## src/rtl/trng_collect_pkg.sv

```systemverilog
// Shared defaults and von Neumann pair encodings for the TRNG bit collector.
package trng_collect_pkg;

  localparam int WORD_W_DEF = 32;
  localparam int CNT_W_DEF  = 16;

  // Pair encoding is {first_sample, second_sample}.
  localparam logic [1:0] VN_PAIR_01 = 2'b01;
  localparam logic [1:0] VN_PAIR_10 = 2'b10;

endpackage

```

## src/rtl/trng_vn_debias.sv

```systemverilog
// Von Neumann debiaser: pairs strobed samples, emits the first sample of a 01/10 pair.
// In bypass mode every strobed sample is emitted directly.
module trng_vn_debias
  import trng_collect_pkg::*;
(
  input  logic clk,
  input  logic rst,
  input  logic clr_i,
  input  logic strobe_i,
  input  logic sample_i,
  input  logic bypass_i,
  output logic emit_o,
  output logic emit_bit_o
);

  logic       pend_q, pend_d;
  logic       first_q, first_d;
  logic [1:0] pair;

  always_comb begin
    pair       = {first_q, sample_i};
    pend_d     = pend_q;
    first_d    = first_q;
    emit_o     = 1'b0;
    emit_bit_o = 1'b0;
    if (clr_i) begin
      pend_d  = 1'b0;
      first_d = 1'b0;
    end else if (bypass_i) begin
      // A pending first sample is dropped as soon as bypass is selected.
      pend_d     = 1'b0;
      emit_o     = strobe_i;
      emit_bit_o = sample_i;
    end else if (strobe_i) begin
      if (!pend_q) begin
        pend_d  = 1'b1;
        first_d = sample_i;
      end else begin
        pend_d     = 1'b0;
        emit_o     = (pair == VN_PAIR_01) || (pair == VN_PAIR_10);
        emit_bit_o = first_q;
      end
    end
  end

  always_ff @(posedge clk) begin
    if (rst) begin
      pend_q  <= 1'b0;
      first_q <= 1'b0;
    end else begin
      pend_q  <= pend_d;
      first_q <= first_d;
    end
  end

endmodule

```

## src/rtl/trng_bit_collector.sv

```systemverilog
// Subsamples the synchronized entropy bit, optionally debiases it, and packs
// the result MSB-first into words offered on a valid/ready port.
module trng_bit_collector
  import trng_collect_pkg::*;
#(
  parameter int WORD_W = WORD_W_DEF,
  parameter int CNT_W  = CNT_W_DEF
) (
  input  logic              clk,
  input  logic              rst,
  input  logic              enable,
  input  logic [CNT_W-1:0]  sample_cnt,
  input  logic              vn_bypass,
  input  logic              rnd_bit_sync,
  output logic [WORD_W-1:0] word_data,
  output logic              word_valid,
  input  logic              word_ready,
  output logic              ovf,
  input  logic              ovf_clr
);

  localparam int              BC_W     = $clog2(WORD_W);
  localparam logic [BC_W-1:0] LAST_BIT = BC_W'(WORD_W - 1);

  // Handshake: a word transfers on every cycle with word_valid & word_ready;
  // word_data holds steady while word_valid is high and no transfer occurs.

  logic [CNT_W-1:0]  cnt_q, cnt_d, reload, eff_cnt;
  logic              armed_q, armed_d;
  logic [BC_W-1:0]   bitcnt_q, bitcnt_d;
  logic [WORD_W-1:0] shreg_q, shreg_d;
  logic [WORD_W-1:0] hold_q, hold_d;
  logic              valid_q, valid_d;
  logic              ovf_q, ovf_d;
  logic              strobe, emit, emit_bit, complete, xfer, ovf_set;

  trng_vn_debias u_vn (
    .clk        (clk),
    .rst        (rst),
    .clr_i      (~enable),
    .strobe_i   (strobe),
    .sample_i   (rnd_bit_sync),
    .bypass_i   (vn_bypass),
    .emit_o     (emit),
    .emit_bit_o (emit_bit)
  );

  always_comb begin
    reload   = (sample_cnt == '0) ? '0 : sample_cnt - CNT_W'(1);
    // Until the counter has been loaded once after a clear, use the reload value,
    // so the first strobe lands max(sample_cnt,1) cycles after enable.
    eff_cnt  = armed_q ? cnt_q : reload;
    strobe   = enable && (eff_cnt == '0);
    cnt_d    = cnt_q;
    armed_d  = armed_q;
    bitcnt_d = bitcnt_q;
    shreg_d  = shreg_q;
    complete = 1'b0;
    if (!enable) begin
      cnt_d    = '0;
      armed_d  = 1'b0;
      bitcnt_d = '0;
      shreg_d  = '0;
    end else begin
      armed_d = 1'b1;
      cnt_d   = strobe ? reload : eff_cnt - CNT_W'(1);
      if (emit) begin
        shreg_d = {shreg_q[WORD_W-2:0], emit_bit};
        if (bitcnt_q == LAST_BIT) begin
          complete = 1'b1;
          bitcnt_d = '0;
        end else begin
          bitcnt_d = bitcnt_q + BC_W'(1);
        end
      end
    end

    xfer    = valid_q & word_ready;
    hold_d  = hold_q;
    valid_d = valid_q;
    ovf_set = 1'b0;
    if (complete) begin
      if (!valid_q || xfer) begin
        hold_d  = shreg_d;
        valid_d = 1'b1;
      end else begin
        ovf_set = 1'b1;
      end
    end else if (xfer) begin
      valid_d = 1'b0;
    end
    ovf_d = ovf_set | (ovf_q & ~ovf_clr);
  end

  always_ff @(posedge clk) begin
    if (rst) begin
      cnt_q    <= '0;
      armed_q  <= 1'b0;
      bitcnt_q <= '0;
      shreg_q  <= '0;
      hold_q   <= '0;
      valid_q  <= 1'b0;
      ovf_q    <= 1'b0;
    end else begin
      cnt_q    <= cnt_d;
      armed_q  <= armed_d;
      bitcnt_q <= bitcnt_d;
      shreg_q  <= shreg_d;
      hold_q   <= hold_d;
      valid_q  <= valid_d;
      ovf_q    <= ovf_d;
    end
  end

  assign word_data  = hold_q;
  assign word_valid = valid_q;
  assign ovf        = ovf_q;

endmodule

```

## config.mk

```make
export PLATFORM = sky130hd
export DESIGN_NAME = trng_bit_collector
export DESIGN_NICKNAME = d
export VERILOG_FILES = /design/src/rtl/trng_collect_pkg.sv /design/src/rtl/trng_vn_debias.sv /design/src/rtl/trng_bit_collector.sv
export SDC_FILE = /design/constraint.sdc
export NUM_CORES = 1
export LEC_CHECK = 0
export BUFFER_PORTS_ARGS = -buffer_cell sky130_fd_sc_hd__buf_2
export CAP_MARGIN = 25
export CORE_MARGIN = 2
export CORE_UTILIZATION = 59
export CTS_CLUSTER_DIAMETER = 150
export CTS_CLUSTER_SIZE = 30
export DETAILED_ROUTE_END_ITERATION = 10
export GPL_TIMING_DRIVEN = 1
export PLACE_DENSITY = 0.81
export SYNTH_ARGS = -nofsm -noshare
export SYNTH_HDL_FRONTEND = slang
export SYNTH_SLANG_ARGS = --single-unit
```

## constraint.sdc

```tcl
create_clock -name clk -period 4.5 [get_ports clk]
set_clock_uncertainty 0.1 [all_clocks]
set_input_delay 0.675 -clock clk [delete_from_list [all_inputs] [get_ports clk]]
set_output_delay 0.675 -clock clk [all_outputs]
set_load 0.01 [all_outputs]
```

==> impl_metrics.tcl, run 1 <==
set metrics [dict create \
    grt_antenna_before_repair 0 \
    viasPerCell 6.16 \
    dp_hpwl_mm 8.80 \
    wl_per_cell_um 16.6 \
    max_freq_ghz 0.259 \
    worstRegToRegCells 9 \
    synth-edff-count 0 \
    rsz0062_at_grt "false" \
    drive_above_1_share_pct 17.5 \
    die_area_um2 8960 \
    grt_remaining_overflow 0 \
    cts_root_buf "clkbuf_8" \
    final_max_slew_viol_count 0 \
    power_density_nw_per_um2 299 \
    irDropWorstVdd_uv 321 \
    port_buffers 56 \
    postSynthCellCount 603 \
    cp_cell_sequence "buf_2 > inv_1 > ha_1 > or4b_1 > nor4_4 > buf_4 > nor3_1 > a21oi_1 > ha_1 > and3_1 > o2111ai_2 > nor2_2 > nor4_1 > or3_1" \
    via_count 4648 \
    drc 0 \
    drt-total-wl_mm 12.5 \
    hp-class "reg2reg" \
    crit_fanout 13 \
    drt.antenna.violating_nets 0 \
    ys_ff_latch 89 \
    setup_slack_ns 0.644 \
    post_cts_resized 0 \
    max_stage_delay_ns 0.50 \
    start_kind "input port" \
    num_rows 33 \
    synthesis.nets 632 \
    fillCellCount 700 \
    cpMaxStageDelayCell "or4b_1" \
    fin_nets 674 \
    period_share_pct 85.7 \
    finalSetupTns_ns 0 \
    grt_pass1_wl_mm 19.9 \
    seq_area_frac_synth_pct 36.7 \
    timing.critical_path.mode_cell "ha_1" \
    syn_area_um2 4850 \
    drtPass1Iterations 5 \
    htreeDepth 3 \
    start_util_pct 59.9 \
    tritoncts "yes" \
    stdcell_area_um2 5400 \
    crit_type "in2reg" \
    gp_congestion 0.911 \
    slew_headroom_pct 47.9 \
    synth.avg_cell_area_um2 8.04 \
    mostFrequentLayoutCells "nand2_1 (99), dfxtp_1 (89), nor2_1 (62)" \
    antenna-diode-count 0 \
    layout_commonest_cell "nand2_1" \
    grt_pass1_vias 4182 \
    io_pins 57 \
    drv_cap 0 \
    fin_crit_ns 3.86 \
    cts_buffer_depth 2 \
    clkLatencyLatePin_ns 0.36 \
    worst_pin_slew_ns 0.771 \
    endpoint_kind "flip-flop" \
    die_x_um 94.7 \
    p_leak_nw 1.98 \
    holdPathStages 2 \
    whs_ns 0.364 \
    post_cts_buffers 0 \
    hold_buffers 0 \
    hold_viol 0 \
    arrival_ns 4.00 \
    crit_family "simple AND/OR/NAND/NOR gates" \
    area_growth_pct 11.3 \
    cts_sinks 89 \
    grt_max_degree 53 \
    cp_num_cells 14 \
    required_ns 4.64 \
    cts-buffers-inserted 9 \
    status "complete, no violations" \
    p_total_mw 1.62 \
    die_y_um 94.7 \
    path_buf_inv 3 \
    dp_slack_ns 0.356 \
    first_iter_violations 344 \
    dpl-instance-area_um2 5170 \
    setup_viol 0 \
    clk_pin_slew_ns 0.09 \
    ys_warn_count 0 \
    synthDistinctLibCells 70 \
    synthFlopType "dfxtp_1" \
    async_flop_share_pct 0 \
    grt_usage_pct 28.0 \
    coreArea_um2 8090 \
]
power breakdown:
part / internal [mW] / switching, mW
logic: 0.0646 / 0.121
clock network: 0.321 / 0.305
registers: 0.795 / 0.00860
synthesized netlist by cell type, drive strengths merged (5+ instances only):
cell	count	share of area [%]
inv	5	0.39
or3	9	1.2
nor3	11	1.4
buf	17	2.7
nand4	5	0.64
a21oi	61	6.3
xor2	9	1.6
nand3	16	1.7
xnor2	12	2.2
or2	6	0.83
a31oi	5	0.64
o21ai	28	3.0
and3	5	0.64
or4	7	1.2
clkbuf	26	2.0
ha	6	1.5
o211ai	10	1.8
nor4	13	2.1
mux2i	34	7.0
nor2	64	5.1
nand2	99	7.7
dfxtp	89	37
state kept, by name, indices dropped and copies added, names as in the netlist:
register,count
armed_q,1
bitcnt_q,5
cnt_q,16
ovf,1
shreg_q,31
u_vn.first_q,1
u_vn.pend_q,1
word_data,32
word_valid,1
cells by family (layout without fill, tap and decap cells):
family,Yosys count,count (layout),synth area share (%)
buffers and inverters,48,95,5.06
XOR/XNOR,21,21,3.79
AO/OA/AOI/OAI,142,142,19.0
adder cells (fa/ha/maj),6,6,1.55
multiplexers,34,34,7.02
AND/OR/NAND/NOR,263,263,26.9
flip-flops,89,89,36.7
worst paths after layout:
| kind | from | to | slack (ns) |
|---|---|---|---|
| setup / recovery | sample_cnt[0] | cnt_q[12] | 0.64 |
| hold / removal | shreg_q[30] | shreg_q[30] | 0.36 |
| setup reg to reg | armed_q | cnt_q[12] | 1.11 |
| hold reg to reg | shreg_q[30] | shreg_q[30] | 0.36 |
worst min-delay path, stage by stage (launching register included):
cell and delay, ns:
dfxtp_1 0.32, nand2_1 0.05, a21oi_1 0.05
per-stage QoR:
| stage | utilization (%) | cells |
|---|---|---|
| detailed placement | 63.9 | 739 |
| global placement | 63.9 | 739 |
| global route | 66.7 | 755 |
| finish | 66.7 | 755 |
| CTS | 66.7 | 755 |
| floorplan | - | 603 |
per-layer routing:
layer | track usage, % | wire [um] | vias to the layer above | part of all wire, %
li1 | - | - | 2242 | -
met1 | 36.4 | 5350 | 2170 | 43
met2 | 44.9 | 5820 | 202 | 47
met3 | 6.70 | 975 | 34 | 7.8
met4 | 10.9 | 365 | 0 | 2.9
met5 | 0 | 0 | - | 0
final cells by class:
| type | instances | area (um2) | share of cell area [%] |
|---|---|---|---|
| Multi-Input combinational cell | 466 | 2830 | 52.4 |
| Sequential cell | 89 | 1780 | 33.0 |
| Timing Repair Buffer | 74 | 415 | 7.70 |
| Tap cell | 105 | 131 | 2.43 |
| Clock buffer | 10 | 128 | 2.36 |
| Clock inverter | 6 | 96.3 | 1.78 |
| Inverter | 5 | 18.8 | 0.348 |
Note: power is estimated with default switching activity, not from simulation.
==> run 2, diff against run 1 <==
--- a/config.mk
+++ b/config.mk
@@ -13,7 +13,7 @@
 export CTS_CLUSTER_SIZE = 30
 export DETAILED_ROUTE_END_ITERATION = 10
 export GPL_TIMING_DRIVEN = 1
-export PLACE_DENSITY = 0.81
+export PLACE_DENSITY = 0.93
 export SYNTH_ARGS = -nofsm -noshare
 export SYNTH_HDL_FRONTEND = slang
 export SYNTH_SLANG_ARGS = --single-unit
==> run 2 against run 1 <==
Hold slack improved by 0.0076 ns. First-iteration DRC count increased by 7.3%. Flip-flop and latch count unchanged. Critical path depth decreased by 1. Non-clock buffer count unchanged. Core utilization decreased by 0.11 points. Die area unchanged. Combinational power about the same.
==> impl_metrics.tcl, run 2 (same netlist as run 1, synthesis figures left out) <==
set metrics [dict create \
    cts-buffers-inserted 9 \
    max_freq_ghz 0.266 \
    grt_pass1_wl_mm 20.8 \
    slew_headroom_pct 44.2 \
    fin_crit_ns 3.76 \
    final_max_slew_viol_count 0 \
    crit_fanout 13 \
    largest_reg_flops 32 \
    viasPerCell 6.27 \
    via_count 4734 \
    stdcell_area_um2 5390 \
    p_leak_nw 1.97 \
    dpl-instance-area_um2 5190 \
    wl_per_cell_um 16.5 \
    port_buffers 56 \
    drtPass1Iterations 5 \
    drc 0 \
    drv_cap 0 \
    hold_buffers 0 \
    status "complete, no violations" \
    cts_root_buf "clkbuf_8" \
    rsz0062_at_grt "false" \
    grt_max_degree 53 \
    mostFrequentLayoutCells "nand2_1 (99), dfxtp_1 (89), nor2_1 (62)" \
    clk_pin_slew_ns 0.08 \
    grt_usage_pct 28.9 \
    dp_cells 739 \
    post_cts_resized 0 \
    die_area_um2 8960 \
    grt_remaining_overflow 0 \
    cts_buffer_depth 2 \
    crit_type "in2reg" \
    first_iter_violations 369 \
    fin_nets 674 \
    tritoncts "yes" \
    die_x_um 94.7 \
    dp_slack_ns 0.505 \
    finalNonFillerCells 755 \
    cts_sinks 89 \
    arrival_ns 3.94 \
    post_cts_buffers 0 \
    irDropWorstVdd_uv 299 \
    coreArea_um2 8090 \
    io_pins 57 \
    grt_antenna_before_repair 0 \
    endpoint_kind "flip-flop" \
    drive_above_1_share_pct 17.5 \
    die_y_um 94.7 \
    num_rows 33 \
    required_ns 4.68 \
    start_util_pct 59.9 \
    period_share_pct 83.7 \
    htreeDepth 3 \
    clkLatencyLatePin_ns 0.36 \
    dp_hpwl_mm 8.71 \
    finalCoreUtilization_pct 66.6 \
    worst_pin_slew_ns 0.826 \
    p_total_mw 1.55 \
    drt.antenna.violating_nets 0 \
    grt_pass1_vias 4470 \
    drt-total-wl_mm 12.5 \
    setup_viol 0 \
    antenna-diode-count 0 \
    whs_ns 0.372 \
    layout_commonest_cell "nand2_1" \
    finalSetupTns_ns 0 \
    hold_viol 0 \
    power_density_nw_per_um2 287 \
    setup_slack_ns 0.735 \
    start_kind "input port" \
    gp_congestion 0.966 \
    hp-class "reg2reg" \
    area_growth_pct 11.1 \
]
run 2: cell count changes in the layout (fill, tap and decap cells not counted):
cell       previous run  this run
bufinv_16             2         1
inv_6                 2         1
clkinv_4              0         2
buf_12                0         1
buf_4                18        17
run 2: final cells by class:
cell class | instances | area, um2
Timing Repair Buffer | 74 | 428
Fill cell | 670 | 2700
Tap cell | 105 | 131
Clock inverter | 6 | 75.1
Sequential cell | 89 | 1780
Clock buffer | 10 | 128
Inverter | 5 | 18.8
Multi-Input combinational cell | 466 | 2830
run 2: path summary, 6_finish.rpt:
| check | slack [ns] | cells past startpoint | start | to |
|---|---|---|---|---|
| setup / recovery | 0.74 | 13 | sample_cnt[0] | cnt_q[14] |
| hold / removal | 0.37 | 2 | bitcnt_q[4] | bitcnt_q[4] |
| setup reg to reg | 1.52 | 8 | armed_q | cnt_q[14] |
| hold reg to reg | 0.37 | 2 | bitcnt_q[4] | bitcnt_q[4] |
run 2: metal layers:
metal / wire [um] / track usage [%] / up-vias / part of all wire [%]
met5: 0 / 0 / - / 0
met2: 5970 / 47.9 / 227 / 48
met3: 949 / 4.71 / 51 / 7.6
li1: - / - / 2243 / -
met1: 5090 / 36.6 / 2213 / 41
met4: 440 / 13.9 / 0 / 3.5
run 2: power by group:
part           total (mW)  switching, mW  internal (mW)
Sequential          0.803        0.00774          0.795
Combinational       0.187          0.122         0.0648
Clock               0.559          0.294          0.265
run 2: worst max-delay path, stage by stage:
cell,delay (ns)
buf_2,0.18
inv_1,0.14
ha_1,0.15
or4b_1,0.50
nor4_4,0.33
nor3_1,0.11
a21oi_1,0.29
ha_1,0.23
and3_1,0.20
o2111a_2,0.23
nand2_1,0.25
or4_1,0.54
o21ai_1,0.11
==> run 3, diff against run 2 <==
==> constraint.sdc (replaced) <==
create_clock -name clk -period 3.8 [get_ports clk]
set_clock_uncertainty 0.1 [all_clocks]
set_input_delay 0.57 -clock clk [delete_from_list [all_inputs] [get_ports clk]]
set_output_delay 0.57 -clock clk [all_outputs]
set_load 0.01 [all_outputs]
==> run 3 against run 2 <==
Hold slack got worse by 0.086 ns. Largest cell class unchanged. Critical endpoint is now shreg_q[1]. Final area is 3.0% higher. Clock power up 6.6%. Flip-flop and latch count stayed put. Global-route usage up 0.70 points. Largest power group unchanged.
==> impl_metrics.tcl, run 3 (same netlist as run 1, synthesis figures left out) <==
set metrics [dict create \
    status "complete, no violations" \
    post_cts_buffers 0 \
    grt_pass1_wl_mm 21.1 \
    max_freq_ghz 0.290 \
    largest_reg_flops 32 \
    start_kind "input port" \
    first_iter_violations 445 \
    antenna-diode-count 0 \
    post_cts_resized 0 \
    crit_type "in2reg" \
    cp_cell_sequence "buf_2 > inv_2 > ha_1 > or3b_2 > nor4_1 > xor2_1 > o31ai_4 > o211a_1 > and3_1 > buf_4 > nand2_1 > a21oi_1" \
    port_buffers 56 \
    power_density_nw_per_um2 321 \
    hold_viol 0 \
    fin_crit_ns 3.45 \
    multiInputGateArea_um2 2890 \
    viasPerCell 6.21 \
    fin_nets 688 \
    via_count 4769 \
    area_growth_pct 14.4 \
    slew_headroom_pct 50.1 \
    drt.antenna.violating_nets 0 \
    drt-total-wl_mm 12.9 \
    holdPathStages 2 \
    io_pins 57 \
    dp_hpwl_mm 9.00 \
    whs_ns 0.286 \
    final_max_slew_viol_count 0 \
    die_area_um2 8960 \
    use_met2_pct 50.1 \
    wl_per_cell_um 16.8 \
    fillCellCount 645 \
    gp_congestion 0.979 \
    drv_cap 0 \
    crit_fanout 16 \
    setup_viol 0 \
    grt_pass1_vias 4406 \
    irDropWorstVdd_uv 288 \
    clkLatencyLatePin_ns 0.37 \
    rsz0062_at_grt "false" \
    seqCellArea_um2 1780 \
    cts_root_buf "clkbuf_8" \
    htreeDepth 3 \
    finalSetupTns_ns 0 \
    max_stage_delay_ns 0.52 \
    arrival_ns 3.63 \
    grt_max_degree 36 \
    die_x_um 94.7 \
    worstRegToRegCells 8 \
    finalNonFillerCells 768 \
    drc 0 \
    num_rows 33 \
    grt_remaining_overflow 0 \
    p_leak_nw 2.04 \
    mostFrequentLayoutCells "nand2_1 (99), dfxtp_1 (89), nor2_1 (62)" \
    clk_pin_slew_ns 0.09 \
    grt_usage_pct 29.6 \
    met1_usage_pct 37.3 \
    cts_buffer_depth 2 \
    cts_sinks 89 \
    required_ns 3.99 \
    layout_commonest_cell "nand2_1" \
    grt_antenna_before_repair 0 \
    die_y_um 94.7 \
    drive_above_1_share_pct 20.7 \
    tritoncts "yes" \
    coreArea_um2 8090 \
    start_util_pct 59.9 \
    endpoint_kind "flip-flop" \
    grt.busiest_layer "met2" \
    dp_cells 753 \
    drtPass1Iterations 6 \
    hp-class "in2reg" \
    cpMaxStageDelayCell "or3b_2" \
    worst_pin_slew_ns 0.739 \
    met3_usage_pct 5.59 \
    period_share_pct 90.7 \
    hold_buffers 0 \
    cts-buffers-inserted 9 \
]
==> run 3: routing by layer <==
layer  up-vias  part of all wire (%)
li1       2268                     -
met1      2237                    41
met2       229                    50
met3        35                   7.2
met4         0                   2.6
met5         -                     0
==> run 3: worst max-delay path, delay by kind of cell <==
| kind | cells | cell delay (ns) |
|---|---|---|
| fa+ha+maj | 1 | 0.29 |
| xor+xnor | 1 | 0.21 |
| simple gates | 4 | 1.23 |
| buf+inv | 3 | 0.47 |
| compound gates | 3 | 0.85 |
==> run 3: power by group <==
part           internal [mW]  total, mW  switching (mW)
clock                  0.241      0.596           0.354
combinational         0.0862      0.237           0.151
sequential             0.941      0.952          0.0101
total                   1.27       1.78           0.515
==> run 3: per-stage QoR <==
step           setup slack (ns)  total power [mW]  utilization [%]  instance area (um2)
5_1_grt                   0.210              1.85             68.6                 5550
4_1_cts                   0.425              1.79             68.6                 5550
6_report                  0.353              1.78             68.6                 5550
3_3_place_gp              0.197              1.19             66.5                 5380
2_1_floorplan          -0.00216              1.13                -                 4950
3_5_place_dp              0.111              1.20             66.5                 5380
==> run 3: final timing paths <==
check	startpoint	endpoint	slack, ns
hold reg to reg	bitcnt_q[4]	bitcnt_q[4]	0.36
setup reg to reg	cnt_q[3]	shreg_q[1]	0.82
setup / recovery	sample_cnt[1]	shreg_q[1]	0.35
hold / removal	ovf_clr	ovf	0.29
==> run 3: area by class of cell <==
cell class              count  share of cell area (%)
clock inverters             5                   0.744
flip-flops and latches     89                    32.1
repair buffers             88                    10.1
inverters                   5                   0.473
clock buffers              10                    2.30
multi-input cells         466                    52.0
well taps                 105                    2.37
